$ cat src/rtl/pipe_hazard_unit_pkg.sv
// Shared types for the pipeline hazard/forwarding controller: slot record,
// forward-select encoding and datapath defaults.
package pipe_pkg;

  localparam int DEF_DATA_W = 32;
  localparam int DEF_REG_AW = 4;
  // Slot rd field is sized for the widest supported register file; narrower
  // register addresses are zero-extended on entry.
  localparam int RD_MAX_W   = 8;
  localparam int SEL_W      = 3;

  localparam logic [SEL_W-1:0] FWD_RF = '0;

  typedef struct packed {
    logic                valid;
    logic [RD_MAX_W-1:0] rd;
    logic                needs_wb;
    logic                is_load;
  } slot_t;

endpackage

$ cat src/rtl/pipe_hazard_unit_if.sv
// DEC-side bundle between the pipeline datapath and the hazard unit.
// master = datapath, slave = hazard unit.
interface pipe_hazard_unit_if #(
  parameter int DATA_W      = 32,
  parameter int REG_AW      = 4,
  parameter int POST_STAGES = 3,
  parameter int PERF_W      = 16
);
  logic                          dec_valid;
  logic [REG_AW-1:0]             dec_rs1;
  logic [REG_AW-1:0]             dec_rs2;
  logic                          dec_use_rs1;
  logic                          dec_use_rs2;
  logic [REG_AW-1:0]             dec_rd;
  logic                          dec_needs_wb;
  logic                          dec_is_load;
  logic [DATA_W-1:0]             rf_rs1_val;
  logic [DATA_W-1:0]             rf_rs2_val;
  logic [POST_STAGES*DATA_W-1:0] stage_data;
  logic                          br_taken;

  logic                          stall;
  logic                          bubble;
  logic                          flush_fd;
  logic [2:0]                    fwd_sel_rs1;
  logic [2:0]                    fwd_sel_rs2;
  logic [DATA_W-1:0]             op1_val;
  logic [DATA_W-1:0]             op2_val;
  logic [PERF_W-1:0]             perf_stalls;

  modport master (
    output dec_valid, dec_rs1, dec_rs2, dec_use_rs1, dec_use_rs2, dec_rd,
           dec_needs_wb, dec_is_load, rf_rs1_val, rf_rs2_val, stage_data, br_taken,
    input  stall, bubble, flush_fd, fwd_sel_rs1, fwd_sel_rs2, op1_val, op2_val,
           perf_stalls
  );

  modport slave (
    input  dec_valid, dec_rs1, dec_rs2, dec_use_rs1, dec_use_rs2, dec_rd,
           dec_needs_wb, dec_is_load, rf_rs1_val, rf_rs2_val, stage_data, br_taken,
    output stall, bubble, flush_fd, fwd_sel_rs1, fwd_sel_rs2, op1_val, op2_val,
           perf_stalls
  );

endinterface

$ cat src/rtl/pipe_hazard_unit_fwd_mux.sv
// Per-source priority search over the in-flight slots plus operand select.
// Build option PIPE_FWD_EN: defined = forward, undefined = stall until RF holds the value.
module fwd_mux
  import pipe_pkg::*;
#(
  parameter int DATA_W      = DEF_DATA_W,
  parameter int REG_AW      = DEF_REG_AW,
  parameter int POST_STAGES = 3,
  parameter int R0_ZERO     = 1
) (
  input  slot_t [POST_STAGES-1:0]      slots,
  input  logic [REG_AW-1:0]            rs,
  input  logic                         use_rs,
  input  logic [DATA_W-1:0]            rf_val,
  input  logic [POST_STAGES*DATA_W-1:0] stage_data,
  output logic [SEL_W-1:0]             fwd_sel,
  output logic [DATA_W-1:0]            op_val,
  output logic                         hazard
);

`ifdef PIPE_FWD_EN
  localparam bit FWD_EN = 1'b1;
`else
  localparam bit FWD_EN = 1'b0;
`endif

  logic                   rs_zero;
  logic [POST_STAGES-1:0] match;
  logic [SEL_W-1:0]       pri_sel;
  logic [DATA_W-1:0]      pri_val;
  logic                   load_use;
  logic                   early_match;

  assign rs_zero = (R0_ZERO != 0) && (rs == '0);

  for (genvar k = 0; k < POST_STAGES; k++) begin : g_match
    assign match[k] = use_rs & slots[k].valid & slots[k].needs_wb &
                      (slots[k].rd == RD_MAX_W'(rs)) & ~rs_zero;
  end

  // Walk oldest to youngest so the youngest match is written last and wins.
  always_comb begin
    pri_sel = FWD_RF;
    pri_val = rf_val;
    for (int k = POST_STAGES-1; k >= 0; k--) begin
      if (match[k]) begin
        pri_sel = SEL_W'(k + 1);
        pri_val = stage_data[k*DATA_W +: DATA_W];
      end
    end
  end

  assign load_use    = match[0] & slots[0].is_load;
  // WB slot excluded: the register file is write-first, so RF already sees it.
  assign early_match = |match[POST_STAGES-2:0];

  assign fwd_sel = FWD_EN ? pri_sel  : FWD_RF;
  assign op_val  = FWD_EN ? pri_val  : rf_val;
  assign hazard  = FWD_EN ? load_use : early_match;

endmodule

$ cat src/rtl/pipe_hazard_unit.sv
// Hazard and forwarding controller for the 5-stage pipeline; tracks EXE..WB
// destinations in a slot shift register. Forwarding enabled by macro PIPE_FWD_EN.
module pipe_hazard_unit
  import pipe_pkg::*;
#(
  parameter int DATA_W      = DEF_DATA_W,
  parameter int REG_AW      = DEF_REG_AW,
  parameter int POST_STAGES = 3,
  parameter int R0_ZERO     = 1,
  parameter int PERF_W      = 16
) (
  input logic               clk,
  input logic               rst,
  pipe_hazard_unit_if.slave bus
);

  slot_t [POST_STAGES-1:0] slots;
  slot_t                   dec_slot;
  logic                    haz_rs1, haz_rs2;
  logic                    hazard, stall, issue;
  logic [PERF_W-1:0]       perf_q;

  fwd_mux #(
    .DATA_W(DATA_W), .REG_AW(REG_AW), .POST_STAGES(POST_STAGES), .R0_ZERO(R0_ZERO)
  ) u_fwd_rs1 (
    .slots(slots), .rs(bus.dec_rs1), .use_rs(bus.dec_use_rs1),
    .rf_val(bus.rf_rs1_val), .stage_data(bus.stage_data),
    .fwd_sel(bus.fwd_sel_rs1), .op_val(bus.op1_val), .hazard(haz_rs1)
  );

  fwd_mux #(
    .DATA_W(DATA_W), .REG_AW(REG_AW), .POST_STAGES(POST_STAGES), .R0_ZERO(R0_ZERO)
  ) u_fwd_rs2 (
    .slots(slots), .rs(bus.dec_rs2), .use_rs(bus.dec_use_rs2),
    .rf_val(bus.rf_rs2_val), .stage_data(bus.stage_data),
    .fwd_sel(bus.fwd_sel_rs2), .op_val(bus.op2_val), .hazard(haz_rs2)
  );

  // A taken branch squashes DEC anyway, so it overrides any stall.
  assign hazard = bus.dec_valid & (haz_rs1 | haz_rs2);
  assign stall  = hazard & ~bus.br_taken;
  assign issue  = bus.dec_valid & ~stall & ~bus.br_taken;

  assign bus.stall       = stall;
  assign bus.bubble      = hazard | bus.br_taken;
  assign bus.flush_fd    = bus.br_taken;
  assign bus.perf_stalls = perf_q;

  always_comb begin
    dec_slot          = '0;
    dec_slot.valid    = issue;
    dec_slot.rd       = RD_MAX_W'(bus.dec_rd);
    dec_slot.needs_wb = bus.dec_needs_wb;
    dec_slot.is_load  = bus.dec_is_load;
    if (!issue) dec_slot = '0;
  end

  always_ff @(posedge clk) begin
    if (rst) begin
      slots <= '0;
    end else begin
      slots[0] <= dec_slot;
      for (int k = 1; k < POST_STAGES; k++) slots[k] <= slots[k-1];
    end
  end

  always_ff @(posedge clk) begin
    if (rst)                      perf_q <= '0;
    else if (stall && perf_q != '1) perf_q <= perf_q + PERF_W'(1);
  end

endmodule

$ cat src/flat_wrapper.sv
// flat-port wrapper written by rule: the top's interface ports become plain ports
module pipe_hazard_unit_flat import pipe_pkg::*;
#(
  parameter int DATA_W      = DEF_DATA_W,
  parameter int REG_AW      = DEF_REG_AW,
  parameter int POST_STAGES = 3,
  parameter int R0_ZERO     = 1,
  parameter int PERF_W      = 16
)
  (clk, rst, bus_dec_valid, bus_dec_rs1, bus_dec_rs2, bus_dec_use_rs1, bus_dec_use_rs2, bus_dec_rd, bus_dec_needs_wb, bus_dec_is_load, bus_rf_rs1_val, bus_rf_rs2_val, bus_stage_data, bus_br_taken, bus_stall, bus_bubble, bus_flush_fd, bus_fwd_sel_rs1, bus_fwd_sel_rs2, bus_op1_val, bus_op2_val, bus_perf_stalls);
  pipe_hazard_unit_if #(.DATA_W(DATA_W), .REG_AW(REG_AW), .POST_STAGES(POST_STAGES), .PERF_W(PERF_W)) bus_i ();
  input logic clk;
  input logic rst;
  input wire logic [$bits(bus_i.dec_valid)-1:0] bus_dec_valid;
  input wire logic [$bits(bus_i.dec_rs1)-1:0] bus_dec_rs1;
  input wire logic [$bits(bus_i.dec_rs2)-1:0] bus_dec_rs2;
  input wire logic [$bits(bus_i.dec_use_rs1)-1:0] bus_dec_use_rs1;
  input wire logic [$bits(bus_i.dec_use_rs2)-1:0] bus_dec_use_rs2;
  input wire logic [$bits(bus_i.dec_rd)-1:0] bus_dec_rd;
  input wire logic [$bits(bus_i.dec_needs_wb)-1:0] bus_dec_needs_wb;
  input wire logic [$bits(bus_i.dec_is_load)-1:0] bus_dec_is_load;
  input wire logic [$bits(bus_i.rf_rs1_val)-1:0] bus_rf_rs1_val;
  input wire logic [$bits(bus_i.rf_rs2_val)-1:0] bus_rf_rs2_val;
  input wire logic [$bits(bus_i.stage_data)-1:0] bus_stage_data;
  input wire logic [$bits(bus_i.br_taken)-1:0] bus_br_taken;
  output wire logic [$bits(bus_i.stall)-1:0] bus_stall;
  output wire logic [$bits(bus_i.bubble)-1:0] bus_bubble;
  output wire logic [$bits(bus_i.flush_fd)-1:0] bus_flush_fd;
  output wire logic [$bits(bus_i.fwd_sel_rs1)-1:0] bus_fwd_sel_rs1;
  output wire logic [$bits(bus_i.fwd_sel_rs2)-1:0] bus_fwd_sel_rs2;
  output wire logic [$bits(bus_i.op1_val)-1:0] bus_op1_val;
  output wire logic [$bits(bus_i.op2_val)-1:0] bus_op2_val;
  output wire logic [$bits(bus_i.perf_stalls)-1:0] bus_perf_stalls;
  assign bus_i.dec_valid = bus_dec_valid;
  assign bus_i.dec_rs1 = bus_dec_rs1;
  assign bus_i.dec_rs2 = bus_dec_rs2;
  assign bus_i.dec_use_rs1 = bus_dec_use_rs1;
  assign bus_i.dec_use_rs2 = bus_dec_use_rs2;
  assign bus_i.dec_rd = bus_dec_rd;
  assign bus_i.dec_needs_wb = bus_dec_needs_wb;
  assign bus_i.dec_is_load = bus_dec_is_load;
  assign bus_i.rf_rs1_val = bus_rf_rs1_val;
  assign bus_i.rf_rs2_val = bus_rf_rs2_val;
  assign bus_i.stage_data = bus_stage_data;
  assign bus_i.br_taken = bus_br_taken;
  assign bus_stall = bus_i.stall;
  assign bus_bubble = bus_i.bubble;
  assign bus_flush_fd = bus_i.flush_fd;
  assign bus_fwd_sel_rs1 = bus_i.fwd_sel_rs1;
  assign bus_fwd_sel_rs2 = bus_i.fwd_sel_rs2;
  assign bus_op1_val = bus_i.op1_val;
  assign bus_op2_val = bus_i.op2_val;
  assign bus_perf_stalls = bus_i.perf_stalls;
  pipe_hazard_unit #(.DATA_W(DATA_W), .REG_AW(REG_AW), .POST_STAGES(POST_STAGES), .R0_ZERO(R0_ZERO), .PERF_W(PERF_W)) u_core (.clk(clk), .rst(rst), .bus(bus_i));
endmodule
$ cat config.mk
export PLATFORM = sky130hd
export DESIGN_NAME = pipe_hazard_unit_flat
export DESIGN_NICKNAME = d
export VERILOG_FILES = /design/src/rtl/pipe_hazard_unit_pkg.sv /design/src/rtl/pipe_hazard_unit_if.sv /design/src/rtl/pipe_hazard_unit_fwd_mux.sv /design/src/rtl/pipe_hazard_unit.sv /design/src/flat_wrapper.sv
export SDC_FILE = /design/constraint.sdc
export NUM_CORES = 1
export LEC_CHECK = 0
export BUFFER_PORTS_ARGS = -buffer_cell sky130_fd_sc_hd__buf_4
export CAP_MARGIN = 20
export CORE_AREA = 5 5 101 103
export CTS_BUF_LIST = sky130_fd_sc_hd__clkbuf_8 sky130_fd_sc_hd__clkbuf_16
export CTS_CLUSTER_SIZE = 16
export DETAILED_ROUTE_END_ITERATION = 7
export DIE_AREA = 0 0 106 108
export PLACE_DENSITY = 0.65
export SETUP_SLACK_MARGIN = 0.02
export SLEW_MARGIN = 30
export SYNTH_ARGS = -nofsm -noshare
export SYNTH_HDL_FRONTEND = slang
export SYNTH_HIERARCHICAL = 1
export SYNTH_SLANG_ARGS = --single-unit
$ cat constraint.sdc
create_clock -name clk -period 2.4 [get_ports clk]
set_input_delay 0.12 -clock clk [delete_from_list [all_inputs] [get_ports clk]]
set_output_delay 0.12 -clock clk [all_outputs]
set_load 0.01 [all_outputs]
==> qor.yml <==
status: "complete, but fails checks"
whs_path_depth: 2
clock_latency_ns: 0.27
worstReg2RegEnd: "u_core/bus.perf_stalls[9]"
use_met2_pct: 15.2
diodes: 0
whs_endpoint: "u_core/slots[1]"
fin_skew_ns: 0.00175
port_buffers: 37
first_pass_iters: 4
maxSlewViolCount: 0
switchingPower_mw: 0.199
vias: 1480
dp.cells: 335
cts_buffers: 3
grt-busiest-layer: "met2"
clkPwrFrac_pct: 34.6
synthCells: 237
critPathLaunch: "u_core/slots[3]"
rows: 35
reg2reg_from: "u_core/slots[3]"
grt_pass1_vias: 1460
yosys_warnings: 6
clk_pin_slew_ns: 0.10
crit_arrival_ns: 2.65
fin_cells: 342
design_area_um2: 2220
fin_crit_ns: 2.44
fp.dieArea_um2: 11400
swShare_pct: 23.3
hp-start: "bus_dec_needs_wb"
core-area_um2: 9110
die_h_um: 108
die_width_um: 106
drive_gt1_share_pct: 35.1
cts_root_buffer: "clkbuf_8"
htree_levels: 1
drcViolationCount: 0
met3_usage_pct: 2.99
rsz0062_at_grt: "yes"
power.internal_mw: 0.656
max_freq_ghz: 0.410
worst_pin_slew_ns: 0.569
cp_max_fo: 6
dpl_worst_slack_ns: -0.189
start_kind: "flip-flop"
layout_setup_ws_ns: -0.0368
dpl_cell_area_um2: 2010
place_congestion: 0.765
syn-cell-area_um2: 2020
critPathKind: "flip-flop to flip-flop"
design.portCount: 269
hold_buffers: 0
cts_tree: "yes"
violations: "negative setup slack"
grt_overflow: 0
globalRouteTotalUtil_pct: 8.42
peakVddDrop_mv: 0.196
cts_buffer_depth: 2
rrSetupSlack_ns: -0.04
ant_nets: 0
use_met1_pct: 8.91
nNetsFinal: 413
antenna_found_initial: 0
power.share.combinational_pct: 10.1
grt_pass1_wl_um: 7650
fin_tns_setup_ns: -0.121
grt_max_degree: 33
finalHoldViolCount: 0
powerDensity_nw_per_um2: 385
period_share_pct: 102
drt-total-wl_um: 4990
hpwlAfterDp_um: 3960
crit_required_ns: 2.61
endpoint_kind: "flip-flop"
slew_headroom_pct: 62.0
hold_class: "input port to flip-flop"
worstRegToRegCells: 9
seqPwrFrac_pct: 55.3
setup_viol: 4
avgSynthCellArea_um2: 8.52
p_leak_nw: 0.871
initial_core_util_pct: 22.2
cts_sinks: 28
via_per_inst: 4.33
wire_per_inst_um: 14.6
drt-initial-drc-count: 38
max-cap-violations: 0
area_growth_pct: 10.0
metrics by stage:
stage | hold slack, ns | power, mW | utilization [%]
3_5_place_dp | 0.240 | 0.567 | 22.0
6_report | 0.0408 | 0.855 | 24.4
2_1_floorplan | 0.234 | 0.639 | -
3_3_place_gp | 0.240 | 0.565 | 22.0
5_1_grt | 0.0374 | 0.896 | 24.4
4_1_cts | 0.0353 | 0.864 | 23.6
state kept, by name (all words and copies together) (netlist names):
| name | flops |
|---|---|
| u_core/slots | 12 |
| u_core/bus.perf_stalls | 16 |
power by group through the flow:
stage / clock network [mW] / logic, mW / registers [mW]
3_3_place_gp: 0 / 0.0820 / 0.483
6_report: 0.296 / 0.0864 / 0.473
5_1_grt: 0.328 / 0.0948 / 0.474
4_1_cts: 0.307 / 0.0845 / 0.473
3_5_place_dp: 0 / 0.0837 / 0.484
2_1_floorplan: 0 / 0.156 / 0.483
cell usage in the layout (no fill, tap or decap), types with 3 or more instances in the layout:
cell type and n:
buf_4 46, dfxtp_1 25, conb_1 22, xor2_1 16
nor2b_1 12, nor2_1 9, and2_1 6, nand4_1 6
nand2_1 6, nor4_1 6, a21oi_1 6, nor3_1 5
mux2_4 5, clkbuf_8 4, or4_1 4, inv_1 3
nand3_1 3, nand2b_1 3, buf_6 3, dfxtp_2 3
worst max-delay path: stages (launching register included):
cell and delay [ns]:
dfxtp_2 0.35, xor2_1 0.14, nor4_1 0.32, nand4b_1 0.17, a21oi_2 0.19, o21ai_2 0.10
or3_4 0.44, buf_6 0.14, or4_1 0.39, a21oi_1 0.14
area by class of cell:
type,instances,area (um^2)
fillers,982,6890
multi-input cells,147,1070
flip-flops and latches,28,564
repair buffers,49,379
well taps,111,139
clock buffers,4,55.1
inverters,3,11.3
how the worst max path moves through the flow:
stage,cells after the start,to
after global routing,8,u_core/bus.perf_stalls[15]
after CTS,9,u_core/bus.perf_stalls[9]
final,9,u_core/bus.perf_stalls[9]
after detailed placement,9,u_core/bus.perf_stalls[9]
after floorplan,9,u_core/bus.perf_stalls[13]
after global placement,8,u_core/bus.perf_stalls[13]
metal layers:
layer / part of all wire, % / vias up
met4: 3.0 / 0
met5: 0 / -
met2: 50 / 47
met3: 8.5 / 34
li1: - / 708
met1: 39 / 691
what timing repair did:
action	4_1_cts	5_1_grt
endpoints found under the setup margin	12	17
resized for setup	16	14
buffers inserted	2	2
pin swaps	18	10
No activity file was read; power rests on OpenSTA's default activity.
